## src/rtl/noc_pkg.sv

```systemverilog
// Shared NoC link constants and the outbound arbiter state type.
package noc_pkg;

    localparam logic [7:0] NOC_NOP_DATA  = 8'h00;

    // Header opcodes carried in the first byte of a packet.
    localparam logic [2:0] NOC_OP_WR_REQ = 3'b010;
    localparam logic [2:0] NOC_OP_WR_RSP = 3'b011;
    localparam logic [2:0] NOC_OP_RD_RSP = 3'b101;

    typedef enum logic {
        ARB_IDLE,
        ARB_PKT
    } arb_state_t;

endpackage

```

## src/rtl/noc_rr_pick.sv

```systemverilog
// Combinational winner picker for the outbound link arbiter.
// Round-robin after `last` by default; NOC_TX_ARB_FIXED_PRIO_EN selects lowest-index priority.
module noc_rr_pick
    import noc_pkg::*;
#(
    parameter int NSRC = 2
) (
    input  logic [NSRC-1:0] req,
    input  logic [2:0]      last,
    output logic [NSRC-1:0] gnt,
    output logic [2:0]      gnt_idx,
    output logic            any
);

    assign any = |req;

`ifdef NOC_TX_ARB_FIXED_PRIO_EN
    logic unused_last;
    assign unused_last = ^last;

    always_comb begin
        // NOTE: every always_comb output gets a default first so no path leaves it unassigned (no latch).
        gnt     = '0;
        gnt_idx = '0;
        for (int i = NSRC - 1; i >= 0; i--) begin
            if (req[i]) begin
                gnt     = '0;
                gnt[i]  = 1'b1;
                gnt_idx = 3'(i);
            end
        end
    end
`else
    // Offsets are scanned far-to-near so the nearest requester after `last` is written last and wins.
    always_comb begin
        gnt     = '0;
        gnt_idx = '0;
        for (int off = NSRC; off >= 1; off--) begin
            for (int i = 0; i < NSRC; i++) begin
                if (req[i] && ((int'(last) + off) % NSRC == i)) begin
                    gnt     = '0;
                    gnt[i]  = 1'b1;
                    gnt_idx = 3'(i);
                end
            end
        end
    end
`endif

endmodule

```

## src/rtl/noc_tx_arb.sv

```systemverilog
// Packet-atomic arbiter sharing the outbound NoC byte link between NSRC sources.
// Define NOC_TX_ARB_FIXED_PRIO_EN for fixed lowest-index priority instead of round-robin.
module noc_tx_arb
    import noc_pkg::*;
#(
    parameter int NSRC        = 2,
    parameter int MAX_PKT_LEN = 40
) (
    input  logic              clk,
    input  logic              rst_n,
    input  logic [NSRC-1:0]   src_valid,
    input  logic [NSRC*8-1:0] src_data,
    input  logic [NSRC-1:0]   src_last,
    output logic [NSRC-1:0]   src_ready,
    output logic              noc_from_dev_ctl,
    output logic [7:0]        noc_from_dev_data,
    output logic              busy,
    output logic [2:0]        gnt_id,
    output logic              err_bubble,
    output logic              err_len
);

    localparam int               CNT_W   = $clog2(MAX_PKT_LEN + 1);
    localparam logic [CNT_W-1:0] MAX_CNT = CNT_W'(MAX_PKT_LEN);

    arb_state_t       state_q, state_d;
    logic [2:0]       gnt_q, gnt_d;
    logic [CNT_W-1:0] cnt_q, cnt_d, cnt_inc;
    logic             gap_q, gap_d;
    logic             ctl_q, ctl_d;
    logic [7:0]       data_q, data_d;
    logic             err_bubble_q, err_bubble_d;
    logic             err_len_q, err_len_d;

    logic [NSRC-1:0]  pick_gnt;
    logic [2:0]       pick_idx;
    logic             pick_any;
    logic [7:0]       pick_byte, sel_byte;
    logic             pick_last, sel_valid, sel_last;

    noc_rr_pick #(.NSRC(NSRC)) u_pick (
        .req     (src_valid),
        .last    (gnt_q),
        .gnt     (pick_gnt),
        .gnt_idx (pick_idx),
        .any     (pick_any)
    );

    // Byte/last of the fresh winner (IDLE) and of the current owner (PKT).
    always_comb begin
        pick_byte = '0;
        pick_last = 1'b0;
        sel_byte  = '0;
        sel_valid = 1'b0;
        sel_last  = 1'b0;
        for (int i = 0; i < NSRC; i++) begin
            if (pick_gnt[i]) begin
                pick_byte = src_data[8*i +: 8];
                pick_last = src_last[i];
            end
            if (gnt_q == 3'(i)) begin
                sel_byte  = src_data[8*i +: 8];
                sel_valid = src_valid[i];
                sel_last  = src_last[i];
            end
        end
    end

    assign cnt_inc = cnt_q + CNT_W'(1);

    // gap_q holds off arbitration for one cycle after a packet ends so a single NOP separates packets.
    always_comb begin
        state_d      = state_q;
        gnt_d        = gnt_q;
        cnt_d        = cnt_q;
        gap_d        = 1'b0;
        ctl_d        = 1'b1;
        data_d       = NOC_NOP_DATA;
        err_bubble_d = 1'b0;
        err_len_d    = 1'b0;
        src_ready    = '0;
        unique case (state_q)
            ARB_IDLE: begin
                if (!gap_q && pick_any) begin
                    src_ready = pick_gnt;
                    data_d    = pick_byte;
                    gnt_d     = pick_idx;
                    cnt_d     = CNT_W'(1);
                    if (pick_last) gap_d   = 1'b1;
                    else           state_d = ARB_PKT;
                end
            end
            ARB_PKT: begin
                if (sel_valid) begin
                    for (int i = 0; i < NSRC; i++) src_ready[i] = (gnt_q == 3'(i));
                    ctl_d  = 1'b0;
                    data_d = sel_byte;
                    cnt_d  = cnt_inc;
                    if (sel_last) begin
                        state_d = ARB_IDLE;
                        gap_d   = 1'b1;
                    end else if (cnt_inc == MAX_CNT) begin
                        state_d   = ARB_IDLE;
                        gap_d     = 1'b1;
                        err_len_d = 1'b1;
                    end
                end else begin
                    err_bubble_d = 1'b1;
                end
            end
            default: state_d = ARB_IDLE;
        endcase
    end

    // NOTE: sequential state uses non-blocking assignments so every register samples pre-edge values.
    always_ff @(posedge clk or negedge rst_n) begin
        if (!rst_n) begin
            state_q      <= ARB_IDLE;
            gnt_q        <= 3'(NSRC - 1);
            cnt_q        <= '0;
            gap_q        <= 1'b0;
            ctl_q        <= 1'b1;
            data_q       <= NOC_NOP_DATA;
            err_bubble_q <= 1'b0;
            err_len_q    <= 1'b0;
        end else begin
            state_q      <= state_d;
            gnt_q        <= gnt_d;
            cnt_q        <= cnt_d;
            gap_q        <= gap_d;
            ctl_q        <= ctl_d;
            data_q       <= data_d;
            err_bubble_q <= err_bubble_d;
            err_len_q    <= err_len_d;
        end
    end

    assign noc_from_dev_ctl  = ctl_q;
    assign noc_from_dev_data = data_q;
    assign busy              = (state_q == ARB_PKT);
    assign gnt_id            = gnt_q;
    assign err_bubble        = err_bubble_q;
    assign err_len           = err_len_q;

endmodule

```

## config.mk

```make
export PLATFORM = sky130hd
export DESIGN_NAME = noc_tx_arb
export DESIGN_NICKNAME = d
export VERILOG_FILES = /design/src/rtl/noc_pkg.sv /design/src/rtl/noc_rr_pick.sv /design/src/rtl/noc_tx_arb.sv
export SDC_FILE = /design/constraint.sdc
export NUM_CORES = 1
export LEC_CHECK = 0
export BUFFER_PORTS_ARGS = -buffer_cell sky130_fd_sc_hd__buf_2
export CAP_MARGIN = 10
export CORE_MARGIN = 5
export CORE_UTILIZATION = 34
export CTS_CLUSTER_SIZE = 25
export DETAILED_ROUTE_END_ITERATION = 10
export PLACE_DENSITY = 0.65
export SYNTH_ARGS = -nofsm -noshare
export SYNTH_HDL_FRONTEND = slang
export SYNTH_SLANG_ARGS = --single-unit
```

## constraint.sdc

```tcl
create_clock -name clk -period 3.4 [get_ports clk]
set_input_delay 0.68 -clock clk [delete_from_list [all_inputs] [get_ports clk]]
set_output_delay 0.68 -clock clk [all_outputs]
set_load 0.01 [all_outputs]
```

After elaboration in Yosys (flattened, before gate mapping):

Cells that the tools add are included.
Widths: inputs -> output; s select.

* register bits: 20
* bits of input ports: 22

* $add $sub $neg: 3
* eq/ne operators: 6
* multiplexer cells: 44
* bitwise operators: 3
* reduce and logical (&&, ||, !) cells: 12

Operators by type and width (number)
* $logic_not 32->1: 2
* $mux 8: 6
* $mux 1: 26
* $pmux 8 s2: 1
* $mux 6: 2
* $pmux 6 s2: 1
* $mux 2: 5
* $add 6x1->6 const B: 1
* $eq 6x6->1 const B: 1
* $logic_and 1x1->1: 5
* $eq 2x2->1 const B: 2
* $pmux 1 s2: 2
* $pmux 2 s2: 1
* $reduce_and 2->1: 2
* $logic_not 3->1: 1
* $add 1x1->1 const B: 2
* $and 1x1->1 const A: 2
* $ne 2x1->1 const B: 1
* $ne 2x2->1 const B: 1
* $reduce_or 2->1: 1
* $eq 1x1->1 const B: 1
* $logic_not 1->1: 1
* $not 1->1: 1

Logic depth before layout (Yosys ltp):

* word-level depth: 13
* gate-level depth with buffers: 6
* mapped depth without buffers: 5

Hierarchy:

Synthesis repeated with hierarchy kept, for this count alone.

* cell total of the unflattened synthesis: 104
* area total of the unflattened synthesis: 1127.3 um^2

By module, submodules not included
* noc_tx_arb: instances 1, cells each 96, area an instance 1076.0 um^2, sequential area each 553.0 um^2
* noc_rr_pick: instances 1, cells each 8, area an instance 51.3 um^2, sequential area each 0.0 um^2

Least setup slack after synthesis:

OpenSTA, ideal clock, no wires.

* kind: input-to-output
* start: in src_valid[0]
* end: out src_ready[1]
* arrival: 1220 ps
* data required time: 2720 ps
* slack: 1500 ps
* cell stages on the path: 4
* path buffers: 1
* cell sequence: a211oi_1 > a21oi_1 > nor2b_1 > buf_2

* cells in the longest elaborated chain, start to end: 5
* elaborated cells between the ends (all ways): 10

RTL lines
* from (decl): RTL line noc_tx_arb.sv:11 `input logic [NSRC-1:0] src_valid,`
* $logic_and 1x1->1: RTL line noc_rr_pick.sv:40 `if (req[i] && ((int'(last) + off) % NSRC == i)) begin`
* $mux 2 (2 in series): RTL line noc_rr_pick.sv:40
* $mux 2: RTL line noc_tx_arb.sv:84 `if (!gap_q && pick_any) begin`
* $pmux 2 s2 *: RTL line noc_tx_arb.sv:82 `unique case (state_q)`
* to (decl): RTL line noc_tx_arb.sv:14 `output logic [NSRC-1:0] src_ready,`

Mark *: on every way between the ends. The rest lies on a longest branch, timed or not.

Final worst setup path:

* start: reg gnt_q[0], in the netlist gnt_id[0]
* end: out src_ready[0]

* cells in the longest elaborated chain, start to end: 10
* elaborated cells between the ends (all ways): 23

RTL lines
* from (decl): RTL line noc_tx_arb.sv:27 `logic [2:0] gnt_q, gnt_d;`
* from (signal assigned): RTL line noc_tx_arb.sv:119 `gnt_q <= 3'(NSRC - 1);`
* from (signal assigned): RTL line noc_tx_arb.sv:128 `gnt_q <= gnt_d;`
* $add 1x1->1: RTL line noc_rr_pick.sv:40
* $and 1x1->1 (no line)
* $logic_not 32->1: RTL line noc_rr_pick.sv:40
* $logic_and 1x1->1: RTL line noc_rr_pick.sv:40
* $mux 1: RTL line noc_rr_pick.sv:40
* $mux 2 (3 in series): RTL line noc_rr_pick.sv:40
* $mux 2: RTL line noc_tx_arb.sv:84
* $pmux 2 s2 *: RTL line noc_tx_arb.sv:82

Marked as above.

==> impl_metrics.ini <==
[timing]
fmax_mhz = 391.0
fin_crit_sh = 0.7523
setup_viol = 0
tns_ps = 0
fin_crit_ps = 2558
fin_skew_ps = 4.602
hold_violations = 0
worst_pin_slew_ps = 590.8
relSlewSlack = 0.6053
rsz0062_at_grt = no
finalMaxSlewViolations = 0

[grt]
grt_usage = 0.1009
grt_first_pass_wirelength_um = 3318
grt_overflow = 0
grt_pass1_vias = 760
grt_start_max_net_pins = 21
antenna_found_initial = 0

[logic_synthesis]
synthTopCellsByArea = dfrtp_1, a22o_1, dfstp_2
syn_area_um2 = 985.9
seq_area_frac_synth = 0.5102
yosysTopAreaCellShare = 0.4569
ys_types = 40
syn_inst = 88
synth_area_per_cell_um2 = 11.20
ys.warnings.count = 0
yosys.area.top_type = dfrtp_1
async_reset_ff_frac = 1.000
synth_ff_type = dfrtp_1
synth-seq-cells = 20
synth_edf_count = 0

[detailed_routing]
drt_pre_antenna_iters = 3
wl_met1_um = 838
wl_met2_um = 987
ant_nets = 0
drt_iter0_drc = 25
avgRoutedWirePerCell_um = 12.99
routed.top_layer = met3
vias = 756
dr_wl_met3_um = 162
routed_wl_um = 1988
drc = 0
vias_per_cell = 4.941

[clocking]
h-tree-depth = 1
cts.sinks = 20
clk_pin_slew_ps = 100
cts_tree = built
clock_latency_ps = 290
root_buffer = clkbuf_4
post_cts_buffers = 0
max-clock-path-buffers = 2
ctsHoldBuffers = 0
cts_buffers = 3
cts_resized = 0

[floorplan]
start_util = 0.3575
fp.dieW_um = 63.85
die_area_mm2 = 0.004077
rows = 19
core_mm2 = 0.002758
die_h_um = 63.85
pin_count = 39

[setup_path]
worstSetupEndpointType = primary output
reg2reg_to = busy
crit_path_max_fanout = 10
endpoint = src_ready[0]
critPathMaxStageDelay_ps = 640
crit_type = flip-flop to primary output
crit_slowest_cell = dfstp_2
critPathRequiredTime_ps = 2720
worstSetupStartpointType = flip-flop
worstPathCellList = nand2b_1 > a21oi_1 > nor2b_1 > buf_2
arrival_ps = 1880
rrSetupSlack_ps = 1720
cp-startpoint = gnt_id[0]
reg2reg_from = cnt_q[0]
reg2regPathDepth = 5

[power_and_ir_drop]
p_leak_nw = 0.5901
powerDensity_mw_per_mm2 = 740.2
switching_share = 0.3793
p_seq_frac = 0.453
vdd_ir_drop_max_mv = 0.4352
combPwrFrac = 0.426
p_clk_frac = 0.120
internal_power_mw = 0.5467
switchingPower_mw = 0.3341

[place]
place_congestion = 0.8348
port_buffers = 36
dp_hpwl_um = 1595

[cells_and_area]
register_area_um2 = 503.0
num_antenna_cells = 0
layout_common_cells = buf_2, dfrtp_1, a22o_1
nNetsFinal = 148
multi_input_area_um2 = 434.2
syn_to_final_growth_pct = 20.69
fillers = 266
final_common_cell = buf_2
drive_gt1_frac = 0.3770
finish.utilization = 0.4315

[worst_hold_path]
hold_class = input port to asynchronous set/reset pin

[status]
outcome = complete, no violations

[run]
drv_cap = 0
==> cell usage after synthesis (all sizes together), types with 2 or more instances <==
cell and number:
nand3 2, a21oi 3, nand2 5, dfstp 2, o21ai 4, a21boi 2, dfrtp 18, mux2i 2
nor2b 3, nor2 2, xnor2 3, ha 2, nor3 3, inv 3, a22o 9, buf 6
==> per-stage QoR <==
stage               cell area (um^2)  total power [mW]  worst slack [ps]  hold slack [ps]  std cells
finish                          1190            0.8808             842.3            312.7        153
global placement                1167            0.7809             931.9            516.2        150
global route                    1190            0.9540             718.1            348.2        153
CTS                             1190            0.8938             827.4            323.4        153
detailed placement              1167            0.7868             887.2            537.5        150
floorplan                      989.7            0.6744              1500            384.4         89
==> registers in the layout, summed over array words and instances (netlist names) <==
| signal | cells |
|---|---|
| gnt_id | 1 |
| noc_from_dev_ctl | 1 |
| gap_q | 1 |
| noc_from_dev_data | 8 |
| cnt_q | 6 |
| err_len | 1 |
| busy | 1 |
| err_bubble | 1 |
==> worst max-delay path: cells and delay by family (launching register included) <==
family / cells / cell delay, ps
simple gates: 2 / 640
flops: 1 / 640
compound gates: 1 / 70
buf+inv: 1 / 240
==> kinds of logic after synthesis <==
logic type	synth area share
buf+inv	0.05329
simple gates	0.1231
flops	0.5101
xor+xnor	0.03554
other cells	0.003803
fa+ha+maj	0.02538
mux	0.03173
compound gates	0.2170
==> cell type report <==
class	count	share of cell area
Timing Repair Buffer	36	0.1514
Tap cell	31	0.03260
Sequential cell	20	0.4227
Inverter	3	0.009464
Clock buffer	3	0.01893
Multi-Input combinational cell	60	0.3649
==> metal layers <==
| metal | vias up | track usage |
|---|---|---|
| met2 | 24 | 0.1771 |
| met1 | 347 | 0.1118 |
| li1 | 385 | - |
| met3 | 0 | 0.04904 |
| met5 | - | 0 |
| met4 | 0 | 0.01558 |
==> how the worst min path moves through the flow <==
stage,startpoint,to,slack (ps),cells past startpoint
2_1_floorplan,rst_n,busy,380,0
3_3_place_gp,cnt_q[5],cnt_q[5],520,2
3_5_place_dp,cnt_q[5],cnt_q[5],540,2
4_1_cts,rst_n,err_len,320,1
5_1_grt,rst_n,err_len,350,1
6_report,rst_n,err_len,310,1
==> power by group through the flow <==
stage,combinational (mW),clock (mW),sequential [mW]
6_report,0.376,0.106,0.399
5_1_grt,0.420,0.120,0.414
4_1_cts,0.382,0.111,0.401
3_5_place_dp,0.381,0,0.406
3_3_place_gp,0.376,0,0.405
2_1_floorplan,0.270,0,0.404
No activity file was read; power rests on OpenSTA's default activity.
